===== config.mk =====
export PLATFORM = sky130hd
export DESIGN_NAME = pc_branch_unit_flat
export DESIGN_NICKNAME = d
export VERILOG_FILES = /design/src/rtl/pc_branch_unit_if.sv /design/src/rtl/pc_branch_unit.sv /design/src/flat_wrapper.sv
export SDC_FILE = /design/constraint.sdc
export NUM_CORES = 1
export LEC_CHECK = 0
export ABC_AREA = 1
export BUFFER_PORTS_ARGS = -buffer_cell sky130_fd_sc_hd__clkbuf_2
export CORE_MARGIN = 2
export CORE_UTILIZATION = 45
export CTS_BUF_LIST = sky130_fd_sc_hd__clkbuf_16
export DETAILED_ROUTE_END_ITERATION = 16
export PLACE_DENSITY_LB_ADDON = 0.25
export SYNTH_ARGS = -nofsm -noshare
export SYNTH_HDL_FRONTEND = slang
export SYNTH_SLANG_ARGS = --single-unit

===== constraint.sdc =====
create_clock -name Clk -period 2.89 [get_ports Clk]
set_clock_uncertainty 0.1 [all_clocks]
set_input_delay 0.578 -clock Clk [delete_from_list [all_inputs] [get_ports Clk]]
set_output_delay 0.578 -clock Clk [all_outputs]
set_load 0.02 [all_outputs]

===== src/rtl/pc_branch_unit_if.sv =====
// Control and datapath bundle between the LC-3 control logic and the PC/branch unit.
// The master drives selects, loads and operands; the slave returns the PC, the effective address and the debug counters.
interface pc_branch_unit_if #(
  parameter int CNT_W = 16
);
  logic             LD_PC;
  logic             LD_BR;
  logic [1:0]       PCMUX_Sel;
  logic             ADDR1MUX_Sel;
  logic [1:0]       ADDR2MUX_Sel;
  logic [15:0]      IR_Val;
  logic [15:0]      SR1_Out;
  logic [15:0]      Bus_Val;
  logic             BEN_Val;
  logic [15:0]      PC;
  logic [15:0]      Addr_Out;
  logic             Br_Taken;
  logic [CNT_W-1:0] Br_Count;

  modport master (
    output LD_PC, LD_BR, PCMUX_Sel, ADDR1MUX_Sel, ADDR2MUX_Sel,
    output IR_Val, SR1_Out, Bus_Val, BEN_Val,
    input  PC, Addr_Out, Br_Taken, Br_Count
  );

  modport slave (
    input  LD_PC, LD_BR, PCMUX_Sel, ADDR1MUX_Sel, ADDR2MUX_Sel,
    input  IR_Val, SR1_Out, Bus_Val, BEN_Val,
    output PC, Addr_Out, Br_Taken, Br_Count
  );
endinterface


===== src/rtl/pc_branch_unit.sv =====
// LC-3 program counter with the ADDR1/ADDR2 address adder, conditional branch loading,
// and a saturating taken-branch counter for debug display.
module pc_branch_unit #(
  parameter logic [15:0] RESET_PC = 16'h0000,
  parameter int          CNT_W    = 16
) (
  input  logic             Clk,
  input  logic             Reset,
  pc_branch_unit_if.slave  bus
);
  localparam logic [CNT_W-1:0] CNT_ONE = {{(CNT_W-1){1'b0}}, 1'b1};
  localparam logic [CNT_W-1:0] CNT_MAX = {CNT_W{1'b1}};

  logic [15:0]      r_pc;
  logic             r_br_taken;
  logic [CNT_W-1:0] r_br_count;

  logic [15:0] w_addr1;
  logic [15:0] w_addr2;
  logic [15:0] w_addr;
  logic [15:0] w_pcmux;
  logic        w_br_take;

  assign w_addr1 = bus.ADDR1MUX_Sel ? bus.SR1_Out : r_pc;

  always_comb begin
    w_addr2 = 16'h0000;
    case (bus.ADDR2MUX_Sel)
      2'b00:   w_addr2 = 16'h0000;
      2'b01:   w_addr2 = {{10{bus.IR_Val[5]}},  bus.IR_Val[5:0]};
      2'b10:   w_addr2 = {{7{bus.IR_Val[8]}},   bus.IR_Val[8:0]};
      default: w_addr2 = {{5{bus.IR_Val[10]}},  bus.IR_Val[10:0]};
    endcase
  end

  // 16-bit sum: carry out is dropped so the address wraps modulo 2^16.
  assign w_addr = w_addr1 + w_addr2;

  // Reserved select 2'b11 reloads the current PC, so LD_PC with it is a hold.
  always_comb begin
    w_pcmux = r_pc;
    case (bus.PCMUX_Sel)
      2'b00:   w_pcmux = r_pc + 16'd1;
      2'b01:   w_pcmux = bus.Bus_Val;
      2'b10:   w_pcmux = w_addr;
      default: w_pcmux = r_pc;
    endcase
  end

  // LD_PC has priority, so a simultaneous LD_BR is neither loaded nor counted.
  assign w_br_take = bus.LD_BR & bus.BEN_Val & ~bus.LD_PC;

  always_ff @(posedge Clk) begin
    if (Reset) begin
      r_pc       <= RESET_PC;
      r_br_taken <= 1'b0;
      r_br_count <= '0;
    end else begin
      r_br_taken <= w_br_take;
      if (bus.LD_PC) begin
        r_pc <= w_pcmux;
      end else if (w_br_take) begin
        r_pc <= w_addr;
      end
      if (w_br_take && (r_br_count != CNT_MAX)) begin
        r_br_count <= r_br_count + CNT_ONE;
      end
    end
  end

  assign bus.PC       = r_pc;
  assign bus.Addr_Out = w_addr;
  assign bus.Br_Taken = r_br_taken;
  assign bus.Br_Count = r_br_count;
endmodule


===== src/flat_wrapper.sv =====
// flat-port wrapper written by rule: the top's interface ports become plain ports
module pc_branch_unit_flat 
#(
  parameter logic [15:0] RESET_PC = 16'h0000,
  parameter int          CNT_W    = 16
)
  (Clk, Reset, bus_LD_PC, bus_LD_BR, bus_PCMUX_Sel, bus_ADDR1MUX_Sel, bus_ADDR2MUX_Sel, bus_IR_Val, bus_SR1_Out, bus_Bus_Val, bus_BEN_Val, bus_PC, bus_Addr_Out, bus_Br_Taken, bus_Br_Count);
  pc_branch_unit_if #(.CNT_W(CNT_W)) bus_i ();
  input  logic Clk;
  input  logic Reset;
  input wire logic [$bits(bus_i.LD_PC)-1:0] bus_LD_PC;
  input wire logic [$bits(bus_i.LD_BR)-1:0] bus_LD_BR;
  input wire logic [$bits(bus_i.PCMUX_Sel)-1:0] bus_PCMUX_Sel;
  input wire logic [$bits(bus_i.ADDR1MUX_Sel)-1:0] bus_ADDR1MUX_Sel;
  input wire logic [$bits(bus_i.ADDR2MUX_Sel)-1:0] bus_ADDR2MUX_Sel;
  input wire logic [$bits(bus_i.IR_Val)-1:0] bus_IR_Val;
  input wire logic [$bits(bus_i.SR1_Out)-1:0] bus_SR1_Out;
  input wire logic [$bits(bus_i.Bus_Val)-1:0] bus_Bus_Val;
  input wire logic [$bits(bus_i.BEN_Val)-1:0] bus_BEN_Val;
  output wire logic [$bits(bus_i.PC)-1:0] bus_PC;
  output wire logic [$bits(bus_i.Addr_Out)-1:0] bus_Addr_Out;
  output wire logic [$bits(bus_i.Br_Taken)-1:0] bus_Br_Taken;
  output wire logic [$bits(bus_i.Br_Count)-1:0] bus_Br_Count;
  assign bus_i.LD_PC = bus_LD_PC;
  assign bus_i.LD_BR = bus_LD_BR;
  assign bus_i.PCMUX_Sel = bus_PCMUX_Sel;
  assign bus_i.ADDR1MUX_Sel = bus_ADDR1MUX_Sel;
  assign bus_i.ADDR2MUX_Sel = bus_ADDR2MUX_Sel;
  assign bus_i.IR_Val = bus_IR_Val;
  assign bus_i.SR1_Out = bus_SR1_Out;
  assign bus_i.Bus_Val = bus_Bus_Val;
  assign bus_i.BEN_Val = bus_BEN_Val;
  assign bus_PC = bus_i.PC;
  assign bus_Addr_Out = bus_i.Addr_Out;
  assign bus_Br_Taken = bus_i.Br_Taken;
  assign bus_Br_Count = bus_i.Br_Count;
  pc_branch_unit #(.RESET_PC(RESET_PC), .CNT_W(CNT_W)) u_core (.Clk(Clk), .Reset(Reset), .bus(bus_i));
endmodule

==> results.tsv <==
metric	value	unit
numCtsBuffers	5	
grt_max_degree	24	
finalCritPeriodShare	1.068	
max-clock-path-buffers	2	
worst-endpoint-arrival	2.41	ns
netlist.area_leader.share	0.1882	
placed_area	0.004511	sq mm
yosysSeqAreaShare	0.1882	
drv_slew	0	
rows	32	
cap_violations	0	
start_kind	primary input	
relSlewSlack	0.5536	
syn_inst	589	
initial_core_util	0.4589	
powerDensity	434.3	mW/mm^2
worstMarginPinSlew	0.6689	ns
ios	107	
cts_tree	built	
vdd_drop_max	284.0	uV
async_flop_share	0	
clock-root-buffer	clkbuf_16	
synth_edf_count	0	
tns	-1.725	ns
ant_nets	0	
nNetsFinal	845	
core	0.007647	sq mm
fin_cells	869	
path_max_fanout	5	
worst_slack	-0.1971	ns
drt-pass1-iter-count	5	
die_w	92.31	microns
synth_area_leader_cell	dfxtp_1	
critPathCaptureType	primary output	
cts_htree_levels	2	
hpwlAfterDp	8.817	mm
clock_latency	0.28	ns
grt_overflow	0	
die_area	0.008521	sq mm
hold_class	reg2reg	
synth-main-ff-cell	dfxtp_1	
viasPerCell	5.549	
drt_wl_total	13.20	mm
synth-seq-cells	33	
yosys_warnings	0	
synth_area_leaders	dfxtp_1, nand2_1, inv_1	
area_growth	53.65	%
rsz0062_at_grt	yes	
required	2.21	ns
gp_congestion	0.9668	
postLayoutCellArea	0.005393	sq mm
status	complete, but fails checks	
via_count	4822	
synth_nets	668	
pre_cts_slack	-0.2847	ns
wl_per_cell	15.19	microns
crit_type	in2out	
ys_types	46	
dp.cells	835	
clock-sinks	33	
clkSlewWorstSetupHoldPaths	0.06	ns
grt_usage	0.2867	
fmax	323.9	MHz
power	0.002342	W
grt_pass1_vias	4296	
drc_errors	0	
setup_viol	14	
syn_area	0.003510	sq mm
die_h	92.31	microns
antenna_cells	0	
numPortBuffers	101	
leakagePower	2.689	nW
drive_above_1_share	0.3950	
avgSynthCellArea	5.959	sq um
drtIter0Drc	400	
fin_crit	3.087	ns
antenna_found_initial	0	
rrSetupSlack	-0.01	ns
grt_pass1_wl	19.67	mm
violations	negative setup slack	
finalHoldViolations	0	
[cell families after synthesis]
| family | after synthesis | share of synthesized area |
|---|---|---|
| AND/OR/NAND/NOR | 307 | 0.4018 |
| multiplexers | 1 | 0.003208 |
| XOR/XNOR | 16 | 0.03993 |
| buffers and inverters | 103 | 0.1176 |
| adder cells (fa/ha/maj) | 21 | 0.07701 |
| flip-flops | 33 | 0.1882 |
| AO/OA/AOI/OAI | 108 | 0.1722 |
[layer usage]
| layer | share of wire | GRT usage | vias to the layer above |
|---|---|---|---|
| li1 | - | - | 2276 |
| met5 | 0 | 0 | - |
| met4 | 0.047 | 0.09701 | 0 |
| met3 | 0.078 | 0.04312 | 53 |
| met1 | 0.40 | 0.3605 | 2204 |
| met2 | 0.47 | 0.4994 | 289 |
[worst paths after layout]
path / from / to / cells past startpoint
max: bus_ADDR2MUX_Sel[1] / bus_Addr_Out[7] / 14
min: u_core.bus.Br_Count[0]$_SDFFE_PP0P_ / u_core.bus.Br_Count[0]$_SDFFE_PP0P_ / 1
max reg2reg: u_core.bus.PC[3]$_SDFFE_PP0P_ / u_core.bus.PC[14]$_SDFFE_PP0P_ / 19
min reg2reg: u_core.bus.Br_Count[0]$_SDFFE_PP0P_ / u_core.bus.Br_Count[0]$_SDFFE_PP0P_ / 1
[flip-flops by register name (all words and copies together) (netlist names)]
| register | count |
|---|---|
| u_core.bus.Br_Count | 16 |
| u_core.bus.PC | 16 |
| u_core.bus.Br_Taken | 1 |
[cell type report]
cell class,instances,area [sq um]
Clock buffer,5,125.1
Clock inverter,3,13.76
Fill cell,604,2255
Inverter,90,342.8
Multi-Input combinational cell,453,2884
Sequential cell,33,661.9
Tap cell,102,127.6
Timing Repair Buffer,183,1237
[where the power goes]
part	leakage (nW)	switching, W	total (W)	internal [W]
registers	0.270	0.0000253	0.000507	0.000481
logic	2.34	0.000706	0.00131	0.000609
clock network	0.0748	0.000208	0.000521	0.000313
total	2.69	0.000939	0.00234	0.00140
[layout by cell type (no fill, tap or decap), types with 2 or more instances in the layout]
cell type	Yosys	routed
nand2_1	174	139
clkbuf_2	0	88
buf_4	0	79
inv_1	82	78
nor2_1	41	36
a21oi_1	41	35
nand2_2	5	34
nand3_1	38	33
dfxtp_1	33	32
o21ai_1	13	23
o21ai_0	31	20
nand4_1	14	14
ha_4	0	12
inv_2	7	11
xor2_1	11	10
nand3_2	5	9
nand2_4	2	8
ha_1	20	8
nor2_4	4	7
a21oi_2	3	7
o211ai_1	6	6
clkbuf_16	0	6
buf_8	0	5
buf_6	3	5
and2_4	0	4
nor2_2	2	4
nor3_1	6	4
nand3b_1	3	3
nor3_2	1	3
xnor2_1	5	3
o31ai_1	3	3
a21oi_4	0	2
o21bai_1	2	2
xnor2_4	0	2
a31oi_1	2	2
nor4_1	2	2
a221oi_1	2	2
clkinv_2	0	2
clkbuf_8	0	2
clkbuf_4	0	2
[per-stage QoR]
stage / hold slack [ns] / utilization
after global placement: 0.3708 / 0.5898
after floorplan: 0.4508 / -
after CTS: 0.4075 / 0.6752
after detailed placement: 0.3888 / 0.5898
final: 0.4011 / 0.7052
after global routing: 0.4344 / 0.7052
[repair_timing]
action                                  in CTS  in global routing
hold buffers                                 0                  0
pin swaps                                   18                 40
setup buffers                               21                  5
endpoints found under the hold margin        0                  0
gates resized for setup                     73                 65
endpoints found under the setup margin      12                 14
gates cloned                                 0                  0
[synth_stat cells (2+ instances only)]
master    count
a21oi_1      41
a21oi_2       3
a221oi_1      2
a31oi_1       2
and2_1        4
buf_2         3
buf_6         3
clkbuf_1      7
dfxtp_1      33
ha_1         20
inv_1        82
inv_2         7
nand2_1     174
nand2_2       5
nand2_4       2
nand3_1      38
nand3_2       5
nand3b_1      3
nand4_1      14
nor2_1       41
nor2_2        2
nor2_4        4
nor3_1        6
nor4_1        2
o211ai_1      6
o21ai_0      31
o21ai_1      13
o21bai_1      2
o31ai_1       3
xnor2_1       5
xor2_1       11
[worst max-delay path, cell delays in order]
cell and delay (ns):
clkbuf_16 0.14, nor2_4 0.12, buf_6 0.14, buf_4 0.11, nor2_1 0.04, ha_1 0.34, nand2_1 0.10, nand2_2 0.06
a21oi_2 0.15, nand2_2 0.12, buf_6 0.15, xnor2_4 0.17, inv_2 0.06, buf_6 0.13
No activity file was read; power rests on OpenSTA's default activity.
